### src/rtl/uart_rx_byte.sv
// 8N1 UART receiver, LSB first, idle-high line; one byte per frame presented
// on a held parallel output with one-cycle valid and framing-error pulses.
module uart_rx_byte #(
  parameter int CLKS_PER_BIT = 217
) (
  input  logic       i_Clk,
  input  logic       i_Reset,
  input  logic       i_Rx_Serial,
  output logic       o_Rx_DV,
  output logic [7:0] o_Rx_Byte,
  output logic       o_Frame_Error
);

  localparam logic [15:0] LP_LAST = 16'(CLKS_PER_BIT - 1);
  localparam logic [15:0] LP_HALF = 16'((CLKS_PER_BIT - 1) / 2);

  typedef enum logic [2:0] {
    S_IDLE,
    S_START,
    S_DATA,
    S_STOP,
    S_CLEANUP,
    S_BREAK_WAIT
  } state_t;

  state_t      r_State;
  logic        r_Rx_Meta;
  logic        r_Rx_Sync;
  logic [1:0]  r_Prime;
  logic        r_Armed;
  logic [15:0] r_Count;
  logic [2:0]  r_Index;
  logic [7:0]  r_Shift;
  logic        r_Rx_DV;
  logic [7:0]  r_Rx_Byte;
  logic        r_Frame_Error;

  logic        w_Rx_S;
  state_t      w_Next_State;
  logic [15:0] w_Next_Count;
  logic [2:0]  w_Next_Index;
  logic [7:0]  w_Next_Shift;
  logic [7:0]  w_Next_Byte;
  logic        w_Next_DV;
  logic        w_Next_FE;

  assign w_Rx_S = r_Rx_Sync;

  // The synchronizer resets high, so its output only reflects the real line
  // once r_Prime has filled; arming waits for that to avoid decoding a tail.
  always_ff @(posedge i_Clk or posedge i_Reset) begin
    if (i_Reset) begin
      r_Rx_Meta <= 1'b1;
      r_Rx_Sync <= 1'b1;
      r_Prime   <= '0;
      r_Armed   <= 1'b0;
    end else begin
      r_Rx_Meta <= i_Rx_Serial;
      r_Rx_Sync <= r_Rx_Meta;
      r_Prime   <= {r_Prime[0], 1'b1};
      r_Armed   <= r_Armed | (r_Prime[1] & w_Rx_S);
    end
  end

  always_ff @(posedge i_Clk or posedge i_Reset) begin
    if (i_Reset) begin
      r_State       <= S_IDLE;
      r_Count       <= '0;
      r_Index       <= '0;
      r_Shift       <= '0;
      r_Rx_DV       <= 1'b0;
      r_Rx_Byte     <= '0;
      r_Frame_Error <= 1'b0;
    end else begin
      r_State       <= w_Next_State;
      r_Count       <= w_Next_Count;
      r_Index       <= w_Next_Index;
      r_Shift       <= w_Next_Shift;
      r_Rx_DV       <= w_Next_DV;
      r_Rx_Byte     <= w_Next_Byte;
      r_Frame_Error <= w_Next_FE;
    end
  end

  always_comb begin
    w_Next_State = r_State;
    w_Next_Count = r_Count;
    w_Next_Index = r_Index;
    w_Next_Shift = r_Shift;
    w_Next_Byte  = r_Rx_Byte;
    w_Next_DV    = 1'b0;
    w_Next_FE    = 1'b0;
    case (r_State)
      S_IDLE: begin
        w_Next_Count = '0;
        w_Next_Index = '0;
        if (r_Armed && !w_Rx_S) w_Next_State = S_START;
      end
      S_START: begin
        if (r_Count == LP_HALF) begin
          w_Next_Count = '0;
          w_Next_Index = '0;
          w_Next_State = w_Rx_S ? S_IDLE : S_DATA;
        end else begin
          w_Next_Count = r_Count + 16'd1;
        end
      end
      S_DATA: begin
        if (r_Count == LP_LAST) begin
          w_Next_Count          = '0;
          w_Next_Shift[r_Index] = w_Rx_S;
          if (r_Index == 3'd7) w_Next_State = S_STOP;
          else                 w_Next_Index = r_Index + 3'd1;
        end else begin
          w_Next_Count = r_Count + 16'd1;
        end
      end
      S_STOP: begin
        if (r_Count == LP_LAST) begin
          w_Next_Count = '0;
          if (w_Rx_S) begin
            w_Next_Byte  = r_Shift;
            w_Next_DV    = 1'b1;
            w_Next_State = S_CLEANUP;
          end else begin
            w_Next_FE    = 1'b1;
            w_Next_State = S_BREAK_WAIT;
          end
        end else begin
          w_Next_Count = r_Count + 16'd1;
        end
      end
      S_CLEANUP: begin
        w_Next_Count = '0;
        w_Next_State = S_IDLE;
      end
      S_BREAK_WAIT: begin
        w_Next_Count = '0;
        if (w_Rx_S) w_Next_State = S_IDLE;
      end
      default: begin
        w_Next_Count = '0;
        w_Next_State = S_IDLE;
      end
    endcase
  end

  assign o_Rx_DV       = r_Rx_DV;
  assign o_Rx_Byte     = r_Rx_Byte;
  assign o_Frame_Error = r_Frame_Error;

endmodule

### config.mk
export PLATFORM = sky130hd
export DESIGN_NAME = uart_rx_byte
export DESIGN_NICKNAME = d
export VERILOG_FILES = /design/src/rtl/uart_rx_byte.sv
export SDC_FILE = /design/constraint.sdc
export NUM_CORES = 1
export LEC_CHECK = 0
export CORE_MARGIN = 8
export CORE_UTILIZATION = 45
export DETAILED_ROUTE_END_ITERATION = 16
export DONT_BUFFER_PORTS = 1
export PLACE_DENSITY = 0.56
export SYNTH_ARGS = -nofsm -noshare
export SYNTH_HDL_FRONTEND = slang
export SYNTH_SLANG_ARGS = --single-unit
### constraint.sdc
create_clock -name i_Clk -period 2.9 [get_ports i_Clk]
set_clock_uncertainty 0.2 [all_clocks]
set_input_delay 0.29 -clock i_Clk [delete_from_list [all_inputs] [get_ports i_Clk]]
set_output_delay 0.29 -clock i_Clk [all_outputs]
set_load 0.01 [all_outputs]
Word level (Yosys, flattened, before mapping)
Index checks and enable logic that the tools add are counted.
{"block": "totals", "reg_bits": 45, "in_bits": 3, "out_inout_bits": 10, "wordCells": 66}
{"block": "op_classes", "add_sub_neg": 2, "magnitude_cmp": 2, "n_eq_ne": 14, "mux": 25, "bitwise": 2, "n_reduce_logical": 10}
{"operator": "16-bit 2-to-1 mux", "count": 2}
{"operator": "16-bit one-hot mux with 2 select lines", "count": 1}
{"operator": "3-bit 2-to-1 mux", "count": 9}
{"operator": "16-bit by 1-bit adder with 16-bit output, second input constant", "count": 1}
{"operator": "16-bit by 7-bit == test with 1-bit output, second input constant", "count": 1}
{"operator": "16-bit by 8-bit == test with 1-bit output, second input constant", "count": 1}
{"operator": "3-bit one-hot mux with 5 select lines", "count": 1}
{"operator": "2-bit != test, second input constant", "count": 7}
{"operator": "3-bit one-hot mux with 3 select lines", "count": 1}
{"operator": "8-bit bitwise mux", "count": 1}
{"operator": "1-bit 2-to-1 mux", "count": 8}
{"operator": "3-bit by 2-bit == test with 1-bit output, second input constant", "count": 2}
{"operator": "3-bit == test, second input constant", "count": 2}
{"operator": "6-bit AND reduction", "count": 1}
{"operator": "3-bit by 4-bit less-than comparator with 1-bit output, second input constant", "count": 1}
{"operator": "4-bit AND reduction", "count": 1}
{"operator": "3-bit by 1-bit adder with 3-bit output, second input constant", "count": 1}
{"operator": "1-bit demux with 3-bit select", "count": 1}
{"operator": "3-bit by 1-bit == test with 1-bit output, second input constant", "count": 1}
{"operator": "3-bit by 1-bit greater-or-equal comparator with 1-bit output, second input constant", "count": 1}
{"operator": "3-bit logical NOT", "count": 1}
{"operator": "3-bit AND reduction", "count": 1}
{"operator": "3-bit nonzero test", "count": 1}
{"operator": "1-bit logical AND", "count": 2}
{"operator": "other kinds (6)", "count": 6}

Longest topological paths before layout
Gate-level depths: netlist of the first run.
{"block": "depth", "depth_word": 5, "ltp_mapped": 7, "mapped_depth_nobuf": 7}

Worst setup path after synthesis of the first run
OpenSTA, ideal clock, no wires.
{"block": "synth_path", "path_type": "flip-flop to flip-flop", "from": "reg r_Count[11]", "to": "reg r_Rx_Byte[0] (netlist: o_Rx_Byte[0])", "setup_ns": 0.125, "t_arrival_ns": 1.749, "required_ns": 2.575, "setup_slack_ns": 0.827, "stages_incl_launch_ff": 5, "path_buffers": 0, "synth_period_minus_slack_ns": 2.073, "path_cell_list": "dfrtp_1 -> nor4_4 -> nand4_2 -> nor3_4 -> mux2_2"}
{"block": "synth_between", "elab_chain_len": 2}
{"element": "from (decl)", "line_no": "31", "text": "logic [15:0] r_Count;"}
{"element": "from (signal assigned)", "line_no": "76", "text": "r_Count <= w_Next_Count;"}
{"element": "16-bit by 8-bit == test with 1-bit output", "line_no": "119", "text": "if (r_Count == LP_LAST) begin"}
{"element": "3-bit AND reduction (no line)"}
{"element": "to (signal assigned)", "line_no": "80", "text": "r_Rx_Byte <= w_Next_Byte;"}
{"element": "to (decl)", "line_no": "35", "text": "logic [7:0] r_Rx_Byte;"}
Every way passes these cells.
A chain may end at the register's enable or synchronous reset.

Worst setup path after layout of the first run
{"block": "layout_path", "from": "reg r_Count[11]", "to": "reg r_Rx_Byte[7] (netlist: o_Rx_Byte[7])"}
Same word-level chain as after synthesis.

==> impl_metrics.ini, run 1 <==
[place]
place_area_um2 = 2180
port_buffers = 0
post-place-ws_ns = 0.553
gp_congestion = 0.793
dp_hpwl_um = 2790

[detailed_routing]
drc = 0
vias = 1413
vias_per_cell = 5.72
dr.first_iter.drc_count = 86
route.antenna.remaining_nets = 0
drt_wl_total_um = 3940
wire_per_inst_um = 16.0
dr.pass1.iters = 4

[yosys]
syn_area_per_cell_um2 = 11.3
seq_area_frac_synth_pct = 52.7
synth-edff-count = 0
synth_top_area_share_pct = 50.3
synth-main-ff-cell = dfrtp_1
synth.distinct_cells = 43
synth.ff_latch_count = 45
yosys_warnings = 0
synth.area.top_cells = dfrtp_1 50%, mux2_2 8.4%, xor2_1 4.1%
netlist_area_um2 = 2140
synthesis.nets = 197
synthArstFlopShare_pct = 100
synthCells = 190
synth_top_area_cell = dfrtp_1

[min_path]
min-delay-start = r_Prime[0]
worstHoldEndpoint = r_Prime[1]
worstHoldPathType = flop to flop
holdPathStages = 0

[setup_path]
crit_type = flop to flop
reg2regPathDepth = 4
rr_startpoint = r_Count[11]
ff2ff_setup_slack_ns = 0.58
crit_path_max_fanout = 9
path_cells = nor4_4 > nand4_2 > nor3_4 > mux2_2
critical_path.max_stage_delay_ns = 0.49
cp_num_buf_inv = 0
arrival_ns = 2.31
cp.required_ns = 2.89
path_delay_family = simple AND/OR/NAND/NOR gates
timing.rr.end = o_Rx_Byte[7]
worstSetupStartpointType = flop
crit_path_end_kind = flop
crit_slowest_cell = nor3_4

[global_route]
antenna_found_initial = 0
grt_pass1_vias = 1446
grt_usage_pct = 11.9
grt_first_pass_wirelength_um = 6890
grt_max_degree = 46
overflow = 0

[die]
rows = 25
ioPinCount = 13
core_area_um2 = 4660
die_w_um = 85.0
die_area_um2 = 7220
initial_core_util_pct = 45.9
chipHeight_um = 85.0

[timing]
fin_setup_tns_ns = 0
max_freq_mhz = 430
fin_crit_ns = 2.32
max-slew-margin-rel_pct = 39.5
setup-violations-final = 0
worst_pin_slew_ns = 0.906
finalHoldViolCount = 0
maxSlewViolCount = 0
fin_crit_sh_pct = 80.1
rsz0062_at_grt = false
setup_ws_ns = 0.576

[power_and_ir_drop]
pwr-share-clk_pct = 33.7
p_leak_nw = 1.07
ir_drop_mv = 0.308
p_sw_share_pct = 28.4
p_total_mw = 1.40
p_sw_mw = 0.398
power_density_nw_per_um2 = 606
p_int_mw = 1.00
seqPwrFrac_pct = 50.8
comb_power_share_pct = 15.6

[status]
status = finished, final reports clean

[clock_tree]
clkLatencyLatePin_ns = 0.30
cts.root.buffer_cell = clkbuf_8
clk_pin_slew_worst_paths_ns = 0.09
cts_tree = yes
numClockSinks = 45
cts_buffer_depth = 2
htree_num_levels = 2
cts_buffers = 5

[finish]
syn2layout_area_growth_pct = 8.07
final_util_pct = 49.6
final_area_um2 = 2310
final_cell_mix = 43 x dfrtp_1, 21 x nor2_1, 16 x mux2_2
nets = 199
n_antenna_cell = 0
final_common_cell = dfrtp_1
drive_gt1_share_pct = 16.6

[job]
cap_violations = 0
-- layout make-up --
cell class | count | area, um2
clock buffers | 6 | 72.6
clock inverters | 2 | 38.8
fillers | 424 | 2350
inverters | 6 | 22.5
multi-input cells | 131 | 955
flip-flops and latches | 45 | 1130
well taps | 54 | 67.6
repair buffers | 3 | 27.5
-- registers in the layout, summed over array words and instances (netlist names) --
| name | count |
|---|---|
| r_Rx_Meta | 1 |
| r_Rx_Sync | 1 |
| r_Shift | 8 |
| o_Frame_Error | 1 |
| r_Armed | 1 |
| r_Index | 3 |
| r_State | 3 |
| o_Rx_Byte | 8 |
| o_Rx_DV | 1 |
| r_Prime | 2 |
| r_Count | 16 |
-- worst register-to-register path, stage by stage (launching register included) --
cell and delay [ns]:
dfrtp_1 0.46, nor4_4 0.40, nand4_2 0.28, nor3_4 0.49, mux2_2 0.40
-- kinds of logic after synthesis --
kind of cell	Yosys count	share of synthesized area, %
multiplexers	17	8.95
buffers and inverters	14	2.63
flip-flops	45	52.7
AND/OR/NAND/NOR	82	22.5
adder cells (fa/ha/maj)	4	2.34
AO/OA/AOI/OAI	13	4.97
other	1	0.175
XOR/XNOR	14	5.73
-- metrics by stage --
stage,hold WS [ns],std cells
3_3_place_gp,0.0946,237
5_1_grt,0.161,247
4_1_cts,0.155,247
6_report,0.153,247
3_5_place_dp,0.0946,237
2_1_floorplan,0.0945,190
-- how the worst max path moves through the flow --
stage | startpoint | to | slack, ns | depth (start not counted)
final | r_Count[11] | o_Rx_Byte[7] | 0.58 | 4
after global routing | r_Count[11] | o_Rx_Byte[6] | 0.42 | 4
after CTS | r_Count[11] | o_Rx_Byte[7] | 0.53 | 4
after detailed placement | r_Count[11] | o_Rx_Byte[7] | 0.55 | 4
after global placement | r_Count[11] | o_Rx_Byte[6] | 0.62 | 4
after floorplan | r_Count[11] | o_Rx_Byte[0] | 0.83 | 4
-- power by group through the flow --
stage,Clock (mW),Combinational (mW),Sequential (mW)
after floorplan,0,0.186,0.696
after global placement,0,0.216,0.720
after detailed placement,0,0.219,0.723
after CTS,0.485,0.222,0.711
after global routing,0.509,0.249,0.721
final,0.472,0.218,0.712
-- cells in the mapped netlist (all sizes together) (3+ instances only) --
library cell  number
mux2              17
nand3              7
xnor2              4
nor2              21
nand2             12
nor3               9
clkbuf             5
xor2              10
nor4               4
inv                6
and3               4
nor3b              5
ha                 4
nand2b             3
buf                3
dfrtp             43
nand4              6
-- repair_timing --
item / 4_1_cts / 5_1_grt
hold buffers: 2 / 0
gates resized for setup: 0 / 0
setup buffers: 0 / 0
endpoints found under the hold margin: 44 / 0
-- routing by layer --
metal	wire, um	up-vias	GRT usage [%]
met5	0	-	0
met4	87	0	5.99
met3	135	8	3.57
met2	1980	15	19.5
met1	1740	714	13.8
li1	-	676	-
No activity file was read; power rests on OpenSTA's default activity.
==> inputs of run 2 (changes only) <==
--- a/config.mk
+++ b/config.mk
@@ -5,11 +5,12 @@
 export SDC_FILE = /design/constraint.sdc
 export NUM_CORES = 1
 export LEC_CHECK = 0
+export ABC_AREA = 1
 export CORE_MARGIN = 8
 export CORE_UTILIZATION = 45
 export DETAILED_ROUTE_END_ITERATION = 16
 export DONT_BUFFER_PORTS = 1
-export PLACE_DENSITY = 0.56
+export PLACE_DENSITY = 0.58
 export SYNTH_ARGS = -nofsm -noshare
 export SYNTH_HDL_FRONTEND = slang
 export SYNTH_SLANG_ARGS = --single-unit
==> constraint.sdc (replaced) <==
create_clock -name i_Clk -period 2.1 [get_ports i_Clk]
set_clock_uncertainty 0.2 [all_clocks]
set_input_delay 0.21 -clock i_Clk [delete_from_list [all_inputs] [get_ports i_Clk]]
set_output_delay 0.21 -clock i_Clk [all_outputs]
set_load 0.01 [all_outputs]
==> run 2 against run 1 <==
Net effect: final cell count grew 37%; clock power grew 58%; synthesized cell count grew 38%; global-route usage grew 0.43 points; critical path type unchanged; sequential power grew 38%; sequential cell count is the same; sequential share of layout area shrank 3.4 points; largest power group unchanged.
==> impl_metrics.ini, run 2 <==
[place]
place_area_um2 = 2330
gp_congestion = 0.841
dp_hpwl_um = 3090
port_buffers = 0

[yosys]
synth.area.top_cells = dfrtp_1 48%, nand2_1 9.5%, inv_1 5.5%
synth_top_area_cell = dfrtp_1
synth_common_cells = 57 x nand2_1, 43 x dfrtp_1, 33 x inv_1, 20 x nor2_1, 17 x o21ai_1
synth-edff-count = 0
synth.ff_latch_count = 45
syn_area_per_cell_um2 = 8.57
synthesis.nets = 269
synthCells = 262
synth-main-ff-cell = dfrtp_1
synthArstFlopShare_pct = 100
netlist_area_um2 = 2240
synth_top_area_share_pct = 47.9
yosys_warnings = 0
synth_most_common_cell = nand2_1
synth.distinct_cells = 30
seq_area_frac_synth_pct = 50.3

[finish]
final_cell_mix = 57 x nand2_1, 43 x dfrtp_1, 32 x inv_1
max_flop_register = r_Count
fillers = 448
n_antenna_cell = 0
final_area_um2 = 2490
nets = 278
largest_reg_flops = 16
drive_gt1_share_pct = 13.2
final_common_cell = nand2_1
syn2layout_area_growth_pct = 10.8

[setup_path]
path_delay_family = simple AND/OR/NAND/NOR gates
worstSetupStartpointType = flop
critical_path.max_stage_delay_ns = 0.41
reg2regPathDepth = 8
timing.rr.end = r_Count[15]
cp_common_cell = nand2_2
cp.depth = 8
rr_startpoint = r_Count[0]
crit_path_max_fanout = 10
crit_path_end_kind = flop
crit_type = flop to flop
cp.required_ns = 2.09
setup.worst_path.start = r_Count[0]
arrival_ns = 1.81
crit_slowest_cell = dfrtp_1
ff2ff_setup_slack_ns = 0.27
cp_num_buf_inv = 1
path_cells = inv_1 > ha_1 > nand3_1 > nor2_4 > nand2_4 > nand2_2 > nand2_2 > and3_1

[power_and_ir_drop]
p_int_mw = 1.56
seqPwrFrac_pct = 42.9
ir_drop_mv = 0.598
p_sw_mw = 0.727
pwr-share-clk_pct = 32.7
comb_power_share_pct = 24.4
power_density_nw_per_um2 = 919
p_sw_share_pct = 31.8
p_leak_nw = 1.13

[detailed_routing]
drc = 0
wire_per_inst_um = 12.0
vias_per_cell = 4.83
dr.first_iter.drc_count = 84
drt_wl_total_um = 4060
route.antenna.remaining_nets = 0
dr.pass1.iters = 5
vias = 1637

[global_route]
grt_pass1_vias = 1607
overflow = 0
grt_first_pass_wirelength_um = 7440
grt_max_degree = 46
grt_usage_pct = 12.3
antenna_found_initial = 0

[clock_tree]
cts_setup_buffers = 0
cts.root.buffer_cell = clkbuf_8
cts_buffers = 5
cts_resized = 0
cts_buffer_depth = 2
cts_tree = yes
clkLatencyLatePin_ns = 0.29
clk_pin_slew_worst_paths_ns = 0.08
htree_num_levels = 2
numClockSinks = 45

[die]
rows = 25
chipHeight_um = 86.6
die_area_um2 = 7500
initial_core_util_pct = 47.2
ioPinCount = 13
core_area_um2 = 4750
die_w_um = 86.6

[timing]
max-slew-margin-rel_pct = 64.7
fin_crit_ns = 1.83
worst_pin_slew_ns = 0.530
fin_setup_tns_ns = 0
max_freq_mhz = 547
maxSlewViolCount = 0
fin_crit_sh_pct = 87.0
finalHoldViolCount = 0
rsz0062_at_grt = false
setup-violations-final = 0

[status]
status = finished, final reports clean

[min_path]
min-delay-start = r_Prime[0]
worstHoldPathType = flop to flop
holdPathStages = 0
worstHoldEndpoint = r_Prime[1]

[job]
cap_violations = 0
run 2: what timing repair did:
item,CTS,global route
hold buffers,2,0
setup endpoints to repair,0,0
hold endpoints to repair,44,0
run 2: cell type report:
class	instances	area (um2)	share of cell area, %
multi-input cells	178	967	38.9
repair buffers	4	35.0	1.41
clock buffers	5	68.8	2.77
flip-flops and latches	45	1130	45.4
inverters	37	139	5.58
clock inverters	3	65.1	2.62
well taps	67	83.8	3.37
run 2: routing by layer:
metal / part of all wire, % / track usage (%)
met1: 52 / 16.8
met2: 43 / 18.7
met3: 4.8 / 3.40
met5: 0 / 0
met4: 0.76 / 3.29
run 2: worst max-delay path by stage:
stage                  endpoint  slack, ns
floorplan           r_Count[15]       0.42
global placement    r_Count[15]       0.33
CTS                 r_Count[15]       0.25
detailed placement  r_Count[15]       0.26
finish              r_Count[15]       0.27
global route        r_Count[10]       0.09
run 2: cell families after synthesis:
| group | share of synthesized area [%] |
|---|---|
| XOR/XNOR | 3.12 |
| adder cells (fa/ha/maj) | 2.23 |
| AND/OR/NAND/NOR | 28.3 |
| AO/OA/AOI/OAI | 9.31 |
| other | 0.167 |
| flip-flops | 50.3 |
| buffers and inverters | 6.63 |
run 2: worst register-to-register path, cell delays in order (launching register included):
cell     delay [ns]
dfrtp_1        0.41
inv_1          0.07
ha_1           0.16
nand3_1        0.13
nor2_4         0.18
nand2_4        0.13
nand2_2        0.17
nand2_2        0.10
and3_1         0.18
run 2: per-stage QoR:
stage / worst slack (ns) / hold WS [ns] / std cells / utilization (%) / total power, mW
6_report: 0.273 / 0.152 / 339 / 52.3 / 2.29
2_1_floorplan: 0.421 / 0.0145 / 262 / - / 1.43
3_3_place_gp: 0.326 / 0.0146 / 329 / 49.1 / 1.54
3_5_place_dp: 0.258 / 0.0146 / 329 / 49.1 / 1.55
4_1_cts: 0.250 / 0.156 / 339 / 52.3 / 2.32
5_1_grt: 0.0896 / 0.166 / 339 / 52.3 / 2.46
run 2: power groups by stage:
stage	Clock (mW)	Combinational, mW	Sequential [mW]
6_report	0.748	0.557	0.981
5_1_grt	0.818	0.646	0.990
4_1_cts	0.776	0.562	0.979
3_5_place_dp	0	0.556	0.996
3_3_place_gp	0	0.546	0.996
2_1_floorplan	0	0.449	0.984
==> inputs of run 3 (changes only) <==
--- a/config.mk
+++ b/config.mk
@@ -10,7 +10,7 @@
 export CORE_UTILIZATION = 45
 export DETAILED_ROUTE_END_ITERATION = 16
 export DONT_BUFFER_PORTS = 1
-export PLACE_DENSITY = 0.58
+export PLACE_DENSITY = 0.62
 export SYNTH_ARGS = -nofsm -noshare
 export SYNTH_HDL_FRONTEND = slang
 export SYNTH_SLANG_ARGS = --single-unit
==> run 3 against run 2 <==
Net effect: combinational power rose by 2%; via count grew 0.98%; global-route usage rose by 0.052 points; highest routed layer unchanged.
==> impl_metrics.ini, run 3 (synthesis gave the netlist of run 2 again) <==
[finish]
final_cell_mix = 57 x nand2_1, 43 x dfrtp_1, 32 x inv_1
n_antenna_cell = 0
drive_gt1_share_pct = 13.2
syn2layout_area_growth_pct = 9.14
max_flop_register = r_Count
final_common_cell = nand2_1
largest_reg_flops = 16
nets = 278
fillers = 481

[timing]
max_freq_mhz = 546
rsz0062_at_grt = false
fin_crit_sh_pct = 87.2
fin_crit_ns = 1.83
worst_pin_slew_ns = 0.549
max-slew-margin-rel_pct = 63.4
setup-violations-final = 0
finalHoldViolCount = 0
fin_setup_tns_ns = 0
maxSlewViolCount = 0

[job]
cap_violations = 0

[power_and_ir_drop]
ir_drop_mv = 0.477
pwr-share-clk_pct = 26.6
seqPwrFrac_pct = 46.5
p_sw_mw = 0.753
p_sw_share_pct = 35.8
power_density_nw_per_um2 = 860
p_int_mw = 1.35
p_total_mw = 2.11
p_leak_nw = 1.12
comb_power_share_pct = 26.9

[min_path]
worstHoldEndpoint = r_Prime[1]
worstHoldPathType = flop to flop
min-delay-start = r_Prime[0]
holdPathStages = 0

[clock_tree]
numClockSinks = 45
cts.root.buffer_cell = clkbuf_8
cts_resized = 0
clkLatencyLatePin_ns = 0.30
cts_tree = yes
htree_num_levels = 2
clk_pin_slew_worst_paths_ns = 0.08
cts_buffers = 5
cts_buffer_depth = 2

[place]
port_buffers = 0
dp_hpwl_um = 3060
gp_congestion = 0.863

[global_route]
grt_pass1_vias = 1595
top_usage_layer = met2
grt_usage_pct = 12.4
overflow = 0
grt_max_degree = 46
use_met3_pct = 3.59
grtUsageMet1_pct = 16.2
antenna_found_initial = 0
grt_first_pass_wirelength_um = 7400
met2_usage_pct = 19.0

[setup_path]
timing.rr.end = r_Count[15]
crit_slowest_cell = dfrtp_1
ff2ff_setup_slack_ns = 0.27
crit_path_end_kind = flop
rr_startpoint = r_Count[0]
cp_common_cell = nand2_2
reg2regPathDepth = 8
crit_path_max_fanout = 10
cp.required_ns = 2.09
path_cells = inv_1 > ha_1 > nand3_1 > nor2_4 > nand2_4 > nand2_2 > nand2_2 > and3_1
worstSetupStartpointType = flop
arrival_ns = 1.82
critical_path.max_stage_delay_ns = 0.41
crit_type = flop to flop

[detailed_routing]
vias_per_cell = 4.88
vias = 1653
dr.pass1.iters = 4
drc = 0
route.antenna.remaining_nets = 0
wire_per_inst_um = 12.2
dr.first_iter.drc_count = 124
drt_wl_total_um = 4130

[die]
ioPinCount = 13
initial_core_util_pct = 47.2
rows = 25
chipHeight_um = 86.6
core_area_um2 = 4750
die_area_um2 = 7500
die_w_um = 86.6

[status]
status = finished, final reports clean
==> run 3: changes by cell type in the layout (fill, tap and decap cells not counted), sizes merged <==
cell and change:
clkinv +1, clkbuf +1, bufinv -2
==> run 3: cell type report <==
type / count / area, um2 / area share, %
clock inverter: 2 / 13.8 / 0.562
inverter: 37 / 139 / 5.67
clock buffer: 6 / 82.6 / 3.37
tap: 67 / 83.8 / 3.42
timing repair buffer: 4 / 35.0 / 1.43
sequential: 45 / 1130 / 46.1
multi-input combinational: 178 / 967 / 39.5
==> run 3: how the worst max path moves through the flow <==
| stage | startpoint | end | slack (ns) | depth (start not counted) |
|---|---|---|---|---|
| global route | r_Index[0] | r_State[1] | 0.15 | 10 |
| CTS | r_Count[0] | r_Count[15] | 0.27 | 8 |
| finish | r_Count[0] | r_Count[15] | 0.27 | 8 |
| detailed placement | r_Count[0] | r_Count[15] | 0.28 | 8 |
| floorplan | r_Count[0] | r_Count[15] | 0.42 | 8 |
| global placement | r_Count[0] | r_Count[15] | 0.32 | 8 |
==> run 3: layer usage <==
layer / up-vias / wire length (um)
li1: 858 / -
met1: 763 / 2050
met2: 28 / 1870
met3: 4 / 164
met4: 0 / 39
met5: - / 0
==> run 3: per-stage QoR <==
stage	hold WS, ns	setup WS (ns)	cells	utilization [%]	area, um2
floorplan	0.0145	0.421	262	-	2240
global placement	0.0146	0.317	329	49.1	2330
detailed placement	0.0146	0.284	329	49.1	2330
CTS	0.158	0.269	339	51.5	2450
global route	0.162	0.148	339	51.5	2450
finish	0.155	0.268	339	51.5	2450
==> run 3: timing repair <==
item | 4_1_cts | 5_1_grt
setup buffers | 0 | 0
hold buffers | 2 | 0
endpoints found under the hold margin | 44 | 0
==> run 3: worst max-delay path: cells and delay by family, from the launching register on <==
family | cells | cell delay (ns)
flip-flops | 1 | 0.41
AND/OR/NAND/NOR | 6 | 0.87
buffers and inverters | 1 | 0.07
adder cells (fa/ha/maj) | 1 | 0.16
==> run 3: power by group through the flow <==
stage	clock network [mW]	logic [mW]	registers [mW]
after detailed placement	0	0.562	0.996
after global routing	0.617	0.640	0.990
final	0.561	0.566	0.979
after CTS	0.578	0.568	0.979
after global placement	0	0.549	0.994
after floorplan	0	0.449	0.984
